<file path="src/rtl/ctrl_reg_mp_if.sv">
// ctrl_reg_mp_if: write-port and status bundle between write sources (master) and ctrl_reg_mp (slave)
interface ctrl_reg_mp_if #(
  parameter int N = 32,
  parameter int NUM_WR = 2,
  parameter int CNT_W = 8
);
  logic [NUM_WR-1:0] wr_i;
  logic [NUM_WR*N-1:0] data_i;
  logic [NUM_WR*N/8-1:0] be_i;
  logic hw_clr_i;
  logic clr_coll_i;
  logic [N-1:0] control_o;
  logic start_pulse_o;
  logic busy_o;
  logic collision_o;
  logic [CNT_W-1:0] coll_cnt_o;
  modport master (
    output wr_i, data_i, be_i, hw_clr_i, clr_coll_i,
    input control_o, start_pulse_o, busy_o, collision_o, coll_cnt_o
  );
  modport slave (
    input wr_i, data_i, be_i, hw_clr_i, clr_coll_i,
    output control_o, start_pulse_o, busy_o, collision_o, coll_cnt_o
  );
endinterface

</file>
<file path="src/rtl/ctrl_reg_mp.sv">
// ctrl_reg_mp: prioritised byte-enabled control register with start-pulse FSM and saturating collision counter
module ctrl_reg_mp #(
  parameter int N = 32,
  parameter int NUM_WR = 2,
  parameter int START_BIT = 0,
  parameter int CNT_W = 8
) (
  input logic clk_i,
  input logic rst_n_i,
  ctrl_reg_mp_if.slave bus
);
  localparam int NB = N / 8;
  typedef enum logic [1:0] {IDLE, PULSE, BUSY} state_t;
  state_t state, state_nx;
  logic [N-1:0] win_data, ctrl_q, ctrl_nx;
  logic [NB-1:0] win_be;
  logic [CNT_W-1:0] cnt_q;
  logic coll_q, eff, coll;
  always_comb begin
    win_data = '0;
    win_be = '0;
    for (int j = NUM_WR - 1; j >= 0; j--)
      if (bus.wr_i[j]) begin
        win_data = bus.data_i[j*N +: N];
        win_be = bus.be_i[j*NB +: NB];
      end
  end
  assign eff = win_be[START_BIT/8];
  assign coll = |(bus.wr_i & (bus.wr_i - NUM_WR'(1)));
  always_comb begin
    state_nx = state;
    state_nx = (state == IDLE)
      ? ((eff && win_data[START_BIT] && !bus.hw_clr_i) ? PULSE : IDLE)
      : ((bus.hw_clr_i || (eff && !win_data[START_BIT])) ? IDLE : BUSY);
  end
  always_comb begin
    ctrl_nx = ctrl_q;
    for (int b = 0; b < NB; b++)
      ctrl_nx[b*8 +: 8] = win_be[b] ? win_data[b*8 +: 8] : ctrl_q[b*8 +: 8];
    ctrl_nx[START_BIT] = (state_nx != IDLE);
  end
  always_ff @(posedge clk_i or negedge rst_n_i)
    if (!rst_n_i) begin
      state <= IDLE;
      ctrl_q <= '0;
      coll_q <= 1'b0;
      cnt_q <= '0;
    end else begin
      state <= state_nx;
      ctrl_q <= ctrl_nx;
      coll_q <= !bus.clr_coll_i && (coll || coll_q);
      cnt_q <= bus.clr_coll_i ? '0 : (coll && cnt_q != '1) ? cnt_q + CNT_W'(1) : cnt_q;
    end
  assign bus.control_o = ctrl_q;
  assign bus.start_pulse_o = (state == PULSE);
  assign bus.busy_o = (state != IDLE);
  assign bus.collision_o = coll_q;
  assign bus.coll_cnt_o = cnt_q;
endmodule
</file>
<file path="src/flat_wrapper.sv">
// flat-port wrapper written by rule: the top's interface ports become plain ports
module ctrl_reg_mp_flat 
#(
  parameter int N = 32,
  parameter int NUM_WR = 2,
  parameter int START_BIT = 0,
  parameter int CNT_W = 8
)
  (clk_i, rst_n_i, bus_wr_i, bus_data_i, bus_be_i, bus_hw_clr_i, bus_clr_coll_i, bus_control_o, bus_start_pulse_o, bus_busy_o, bus_collision_o, bus_coll_cnt_o);
  ctrl_reg_mp_if #(.N(N), .NUM_WR(NUM_WR), .CNT_W(CNT_W)) bus_i ();
  input logic clk_i;
  input logic rst_n_i;
  input wire logic [$bits(bus_i.wr_i)-1:0] bus_wr_i;
  input wire logic [$bits(bus_i.data_i)-1:0] bus_data_i;
  input wire logic [$bits(bus_i.be_i)-1:0] bus_be_i;
  input wire logic [$bits(bus_i.hw_clr_i)-1:0] bus_hw_clr_i;
  input wire logic [$bits(bus_i.clr_coll_i)-1:0] bus_clr_coll_i;
  output wire logic [$bits(bus_i.control_o)-1:0] bus_control_o;
  output wire logic [$bits(bus_i.start_pulse_o)-1:0] bus_start_pulse_o;
  output wire logic [$bits(bus_i.busy_o)-1:0] bus_busy_o;
  output wire logic [$bits(bus_i.collision_o)-1:0] bus_collision_o;
  output wire logic [$bits(bus_i.coll_cnt_o)-1:0] bus_coll_cnt_o;
  assign bus_i.wr_i = bus_wr_i;
  assign bus_i.data_i = bus_data_i;
  assign bus_i.be_i = bus_be_i;
  assign bus_i.hw_clr_i = bus_hw_clr_i;
  assign bus_i.clr_coll_i = bus_clr_coll_i;
  assign bus_control_o = bus_i.control_o;
  assign bus_start_pulse_o = bus_i.start_pulse_o;
  assign bus_busy_o = bus_i.busy_o;
  assign bus_collision_o = bus_i.collision_o;
  assign bus_coll_cnt_o = bus_i.coll_cnt_o;
  ctrl_reg_mp #(.N(N), .NUM_WR(NUM_WR), .START_BIT(START_BIT), .CNT_W(CNT_W)) u_core (.clk_i(clk_i), .rst_n_i(rst_n_i), .bus(bus_i));
endmodule
</file>
<file path="config.mk">
export PLATFORM = sky130hd
export DESIGN_NAME = ctrl_reg_mp_flat
export DESIGN_NICKNAME = d
export VERILOG_FILES = /design/src/rtl/ctrl_reg_mp_if.sv /design/src/rtl/ctrl_reg_mp.sv /design/src/flat_wrapper.sv
export SDC_FILE = /design/constraint.sdc
export NUM_CORES = 1
export LEC_CHECK = 0
export CORE_MARGIN = 5
export CORE_UTILIZATION = 38
export DETAILED_ROUTE_END_ITERATION = 7
export GPL_ROUTABILITY_DRIVEN = 1
export PLACE_DENSITY = 0.89
export SLEW_MARGIN = 30
export SYNTH_ARGS = -nofsm -noshare
export SYNTH_HDL_FRONTEND = slang
export SYNTH_SLANG_ARGS = --single-unit
</file>
<file path="constraint.sdc">
create_clock -name clk_i -period 1.7 [get_ports clk_i]
set_input_delay 0.34 -clock clk_i [delete_from_list [all_inputs] [get_ports clk_i]]
set_output_delay 0.34 -clock clk_i [all_outputs]
set_load 0.05 [all_outputs]
</file>
## Word-level counts from Yosys, hierarchy flattened

Index checks and enable logic that the tools add are counted.

- $add $sub $neg: 2
- Eq/ne operators: 2
- Muxes and demuxes: 9
- Bitwise logic cells: 1
- Reductions and logical operators: 15

Operators by type and width:

| cell | number |
|---|---|
| $mux W32 | 2 |
| $mux W8 | 2 |
| $add A8 B1 Y8 const B | 1 |
| $mux W4 | 2 |
| $ne A8 B8 Y1 const B | 1 |
| $reduce_bool A2 Y1 | 3 |
| $logic_and A1 B1 Y1 | 5 |
| $mux W2 | 2 |
| $logic_not A1 Y1 | 3 |
| $and A2 B2 Y2 | 1 |
| $eq A2 B1 Y1 const B | 1 |
| $logic_not A2 Y1 | 1 |
| $logic_or A1 B1 Y1 | 2 |
| $reduce_or A2 Y1 | 1 |
| $sub A2 B1 Y2 const B | 1 |
| $mux W1 | 1 |

- Flip-flop bits (word level): 43
- Input bits: 78
- Output and inout bits: 43
- Logic and storage cells: 37

## Depth between registers and ports, before layout

- Depth in word-level cells: 8
- Gate-level depth with buffers: 6
- Depth with buffers taken out: 5

## Worst setup path after synthesis

OpenSTA, ideal clock, no wires.

- Kind: reg-to-reg
- Start: register u_core.cnt_q[0], in the netlist u_core.bus.coll_cnt_o[0]
- End: register u_core.cnt_q[3], in the netlist u_core.bus.coll_cnt_o[3]
- Setup time: 128 ps
- Arrival time: 1524 ps
- Required time: 1572 ps
- Path slack: 48 ps
- Stages on the path, launching flop included: 6
- Buffers on the path: 0
- Clock period less this slack: 1652 ps
- Cells stage by stage: dfrtp_1 -> ha_1 -> nand3_1 -> nor2_1 -> nor2_2 -> mux2_1

- Longest elaborated chain between the ends: 3
- Elaborated cells on any way between the ends: 6
- Those cells by class: 1 x add/sub; 1 x eq/ne; 2 x mux; 2 x reduce/logical

RTL lines:

| element | line | text |
|---|---|---|
| start: declaration | ctrl_reg_mp.sv:17 | `logic [CNT_W-1:0] cnt_q;` |
| start signal: assignment | ctrl_reg_mp.sv:52 | `cnt_q <= bus.clr_coll_i ? '0 : (coll && cnt_q != '1) ? cnt_q + CNT_W'(1) : cnt_q;` |
| $add A8 B1 Y8 or $ne A8 B8 Y1 (tied branches) | ctrl_reg_mp.sv:52 |  |
| $mux W8 or $logic_and A1 B1 Y1 (tied branches) | ctrl_reg_mp.sv:52 |  |
| $mux W8 or $reduce_bool A2 Y1 (tied branches) | n/a |  |

Several ways; a longest one is shown, not always the timed one. The select of a mux whose other input is x is not followed.
A chain may end at the register's enable or synchronous reset.

## Worst setup path after layout

- Start: register u_core.state[0]
- End: output port bus_busy_o

- Longest elaborated chain between the ends: 1

RTL lines:

| element | line | text |
|---|---|---|
| start: declaration | ctrl_reg_mp.sv:14 | `state_t state, state_nx;` |
| start signal: assignment | ctrl_reg_mp.sv:49 | `state <= state_nx;` |
| $reduce_bool A2 Y1 | ctrl_reg_mp.sv:56 | `assign bus.busy_o = (state != IDLE);` |
| end: declaration | flat_wrapper.sv:20 | `output wire logic [$bits(bus_i.busy_o)-1:0] bus_busy_o;` |

No other way between the ends.

==> impl_metrics.csv <==
group,metric,value,unit
critical_path,cp-startpoint,"u_core.state[0]$_DFF_PN0_",
clock_network,clk_latency,0.28,ns
route,wl_met1,2.40,mm
sta,tns,0,ns
clock_network,cts.sinks,43,
global_routing,grt_first_pass_wirelength,9.82,mm
run_status,outcome,"complete, no violations",
synthesis,synth_top_area_cell,"dfrtp_1",
synthesis,yosys.area_share.simple,0.140,
global_routing,overflow,0,
synthesis,synth_top_family_by_area,"compound AO/OA/AOI/OAI gates",
global_routing,grt_pass1_vias,2028,
route,routed.top_layer,"met4",
power,finalPower,2.88,mW
critical_path,startpoint_type,"register",
synthesis,synth_area_leaders,"dfrtp_1 (52%), a22oi_1 (12%), o21ai_1 (6.1%), nand2_1 (5.4%), a22oi_4 (3.1%)",
critical_path,crit_path_end_kind,"output pin",
global_routing,antenna_found_initial,0,
clock_network,tritoncts,"yes",
sta,finalSetupViolations,0,
synthesis,yosysMostFrequentCell,"dfrtp_1",
place,place_congestion,0.827,
die,coreArea,5200,µm²
synthesis,seq_area_frac_synth,0.521,
sta,final.setup.worst_slack,0.156,ns
die,rows,26,
sta,fin_crit,1.54,ns
critical_path,cp.arrival,1.20,ns
route,drtPass1Iterations,4,
synthesis,synth_nets,283,
place,pre_cts_ws,-0.0893,ns
critical_path,ff2ff_path_depth,5,
power,power-per-cell-area,846,nW/µm²
synthesis,syn-cell-area,2070,µm²
synthesis,ys_ff_latch,43,
critical_path,critPathBufInv,1,
synthesis,synthArstFlopShare,1.00,
clock_network,h-tree-depth,2,
global_routing,grt_max_degree,44,
sta,rsz0062_at_grt,"false",
die,die_w,83.8,µm
sta,finClkSkew,0.00126,ns
final_layout,area_growth,65.0,%
critical_path,cp.depth,2,
critical_path,crit_chain,"or2_2, buf_4",
critical_path,critPathCapture,"bus_busy_o",
die,die-area,7010,µm²
synthesis,synth_flop_cell,"dfrtp_1",
sta,finalCritPeriodShare,0.908,
synthesis,synth_edf_count,0,
synthesis,syn_area_per_cell,10.1,µm²
route,viasPerCell,4.92,
place,hpwl,4.86,mm
synthesis,synth_cells,204,
sta,relSlewSlack,0.732,
die,dieHeight,83.8,µm
clock_network,holdBufCountCts,0,
critical_path,reg2reg_slack,0.30,ns
synthesis,synthMuxAreaShare,0.0151,
critical_path,cpPeakStageDelay,0.38,ns
synthesis,synth_cell_type_count,37,
global_routing,grt_util_all_layers,0.171,
die,initial_core_util,0.397,
critical_path,r2r-start,"u_core.bus.coll_cnt_o[0]$_DFFE_PN0P_",
route,wl_met3,436,µm
sta,slew_violations,0,
route,wirelength,5.98,mm
route,wl_met2,3.12,mm
place,io_buffers,120,
synthesis,synth_top_area_share,0.521,
final_layout,nets,409,
synthesis,synth_compound_area_frac,0.265,
final_layout,diodes,0,
route,drc,0,
clock_network,cts_root_buf,"clkbuf_8",
clock_network,clkTransAtPathRegs,0.07,ns
die,ios,121,
synthesis,synth_fa_ha_area_frac,0.00605,
critical_path,r2r-end,"u_core.bus.coll_cnt_o[1]$_DFFE_PN0P_",
synthesis,synth_common_cells,"dfrtp_1 (43), a22oi_1 (32), nand2_1 (30)",
critical_path,required,1.36,ns
clock_network,cts_buffer_depth,2,
hold_path,min_path_type,"in -> async",
route,wire_per_inst,14.9,µm
clock_network,post_cts_buffers,0,
critical_path,cp_max_fo,4,
run,cap_violations,0,
critical_path,critical_path.top_delay_family,"flip-flops",
critical_path,cpMaxStageDelayCell,"dfrtp_1",
route,ant_nets,0,
sta,hold_viol,0,
clock_network,cts_resized,0,
route,vias,1972,
final_layout,drive_gt1_frac,0.227,
sta,whs,0.00946,ns
sta,worst_slew_pin_slew,0.403,ns
final_layout,final_area,3410,µm²
synthesis,synth_xor_area_frac,0.00424,
synthesis,yosys_warnings,0,
place,place_area,3330,µm²
clock_network,cts_buffers,5,
sta,max_freq,648,MHz
critical_path,crit_type,"reg -> out",
power,power.leakage,1.54,nW
power,peakVddDrop,0.000395,V
route,drt_iter0_drc,97,
worst min-delay path by stage:
stage,from,to
6_report,rst_n_i,u_core.bus.coll_cnt_o[3]$_DFFE_PN0P_
3_5_place_dp,rst_n_i,u_core.bus.coll_cnt_o[3]$_DFFE_PN0P_
2_1_floorplan,rst_n_i,u_core.bus.coll_cnt_o[0]$_DFFE_PN0P_
5_1_grt,rst_n_i,u_core.bus.coll_cnt_o[3]$_DFFE_PN0P_
3_3_place_gp,rst_n_i,u_core.bus.coll_cnt_o[5]$_DFFE_PN0P_
4_1_cts,rst_n_i,u_core.bus.coll_cnt_o[3]$_DFFE_PN0P_
worst reg2reg max path, cell delays in order, from the launching register on:
cell	delay, ns
dfrtp_1	0.40
ha_1	0.23
nand3_1	0.11
o21ai_1	0.27
mux2i_1	0.22
nor2_1	0.05
registers in the layout, indices dropped and copies added (netlist names):
register / cells
u_core.bus.collision_o: 1
u_core.bus.control_o: 32
u_core.state: 2
u_core.bus.coll_cnt_o: 8
where the power goes:
group          leakage [nW]  internal, mW  switching [mW]
clock network        0.0422         0.288           0.315
registers             0.552          1.13          0.0644
logic                 0.941         0.426           0.656
total                  1.54          1.85            1.03
routing by layer:
metal	up-vias	GRT usage
li1	986	-
met1	920	0.201
met2	62	0.309
met3	4	0.0543
met4	0	0.0263
met5	-	0
cell type report:
class	count	area [µm²]
inverter	2	7.51
multi-input combinational	146	896
sequential	43	1080
tap	70	87.6
clock inverter	1	5.00
timing repair buffer	132	1260
fill	454	1800
clock buffer	7	76.3
cell families after synthesis:
kind of cell               Yosys count
muxes                                3
AOI/OAI and AO/OA                   77
xor gates and xnor gates             1
adders and majority gates            1
and+or+nand+nor                     64
buffers and inverters               15
DFF                                 43
cell usage in the layout, fill, tap and decap left out, types with 3 or more instances in the layout:
| cell | Yosys | routed |
|---|---|---|
| a21oi_1 | 9 | 9 |
| a22oi_1 | 32 | 32 |
| a22oi_4 | 3 | 3 |
| buf_12 | 0 | 7 |
| buf_4 | 1 | 48 |
| clkbuf_8 | 0 | 5 |
| clkdlybuf4s50_1 | 0 | 75 |
| dfrtp_1 | 43 | 43 |
| nand2_1 | 30 | 30 |
| nor2_1 | 15 | 15 |
| nor3_1 | 3 | 3 |
| o21ai_1 | 25 | 25 |
metrics by stage:
stage | utilization | std cells
2_1_floorplan | - | 204
3_3_place_gp | 0.639 | 393
3_5_place_dp | 0.639 | 393
4_1_cts | 0.655 | 401
5_1_grt | 0.655 | 401
6_report | 0.655 | 401
Note: power is estimated with default switching activity, not from simulation.
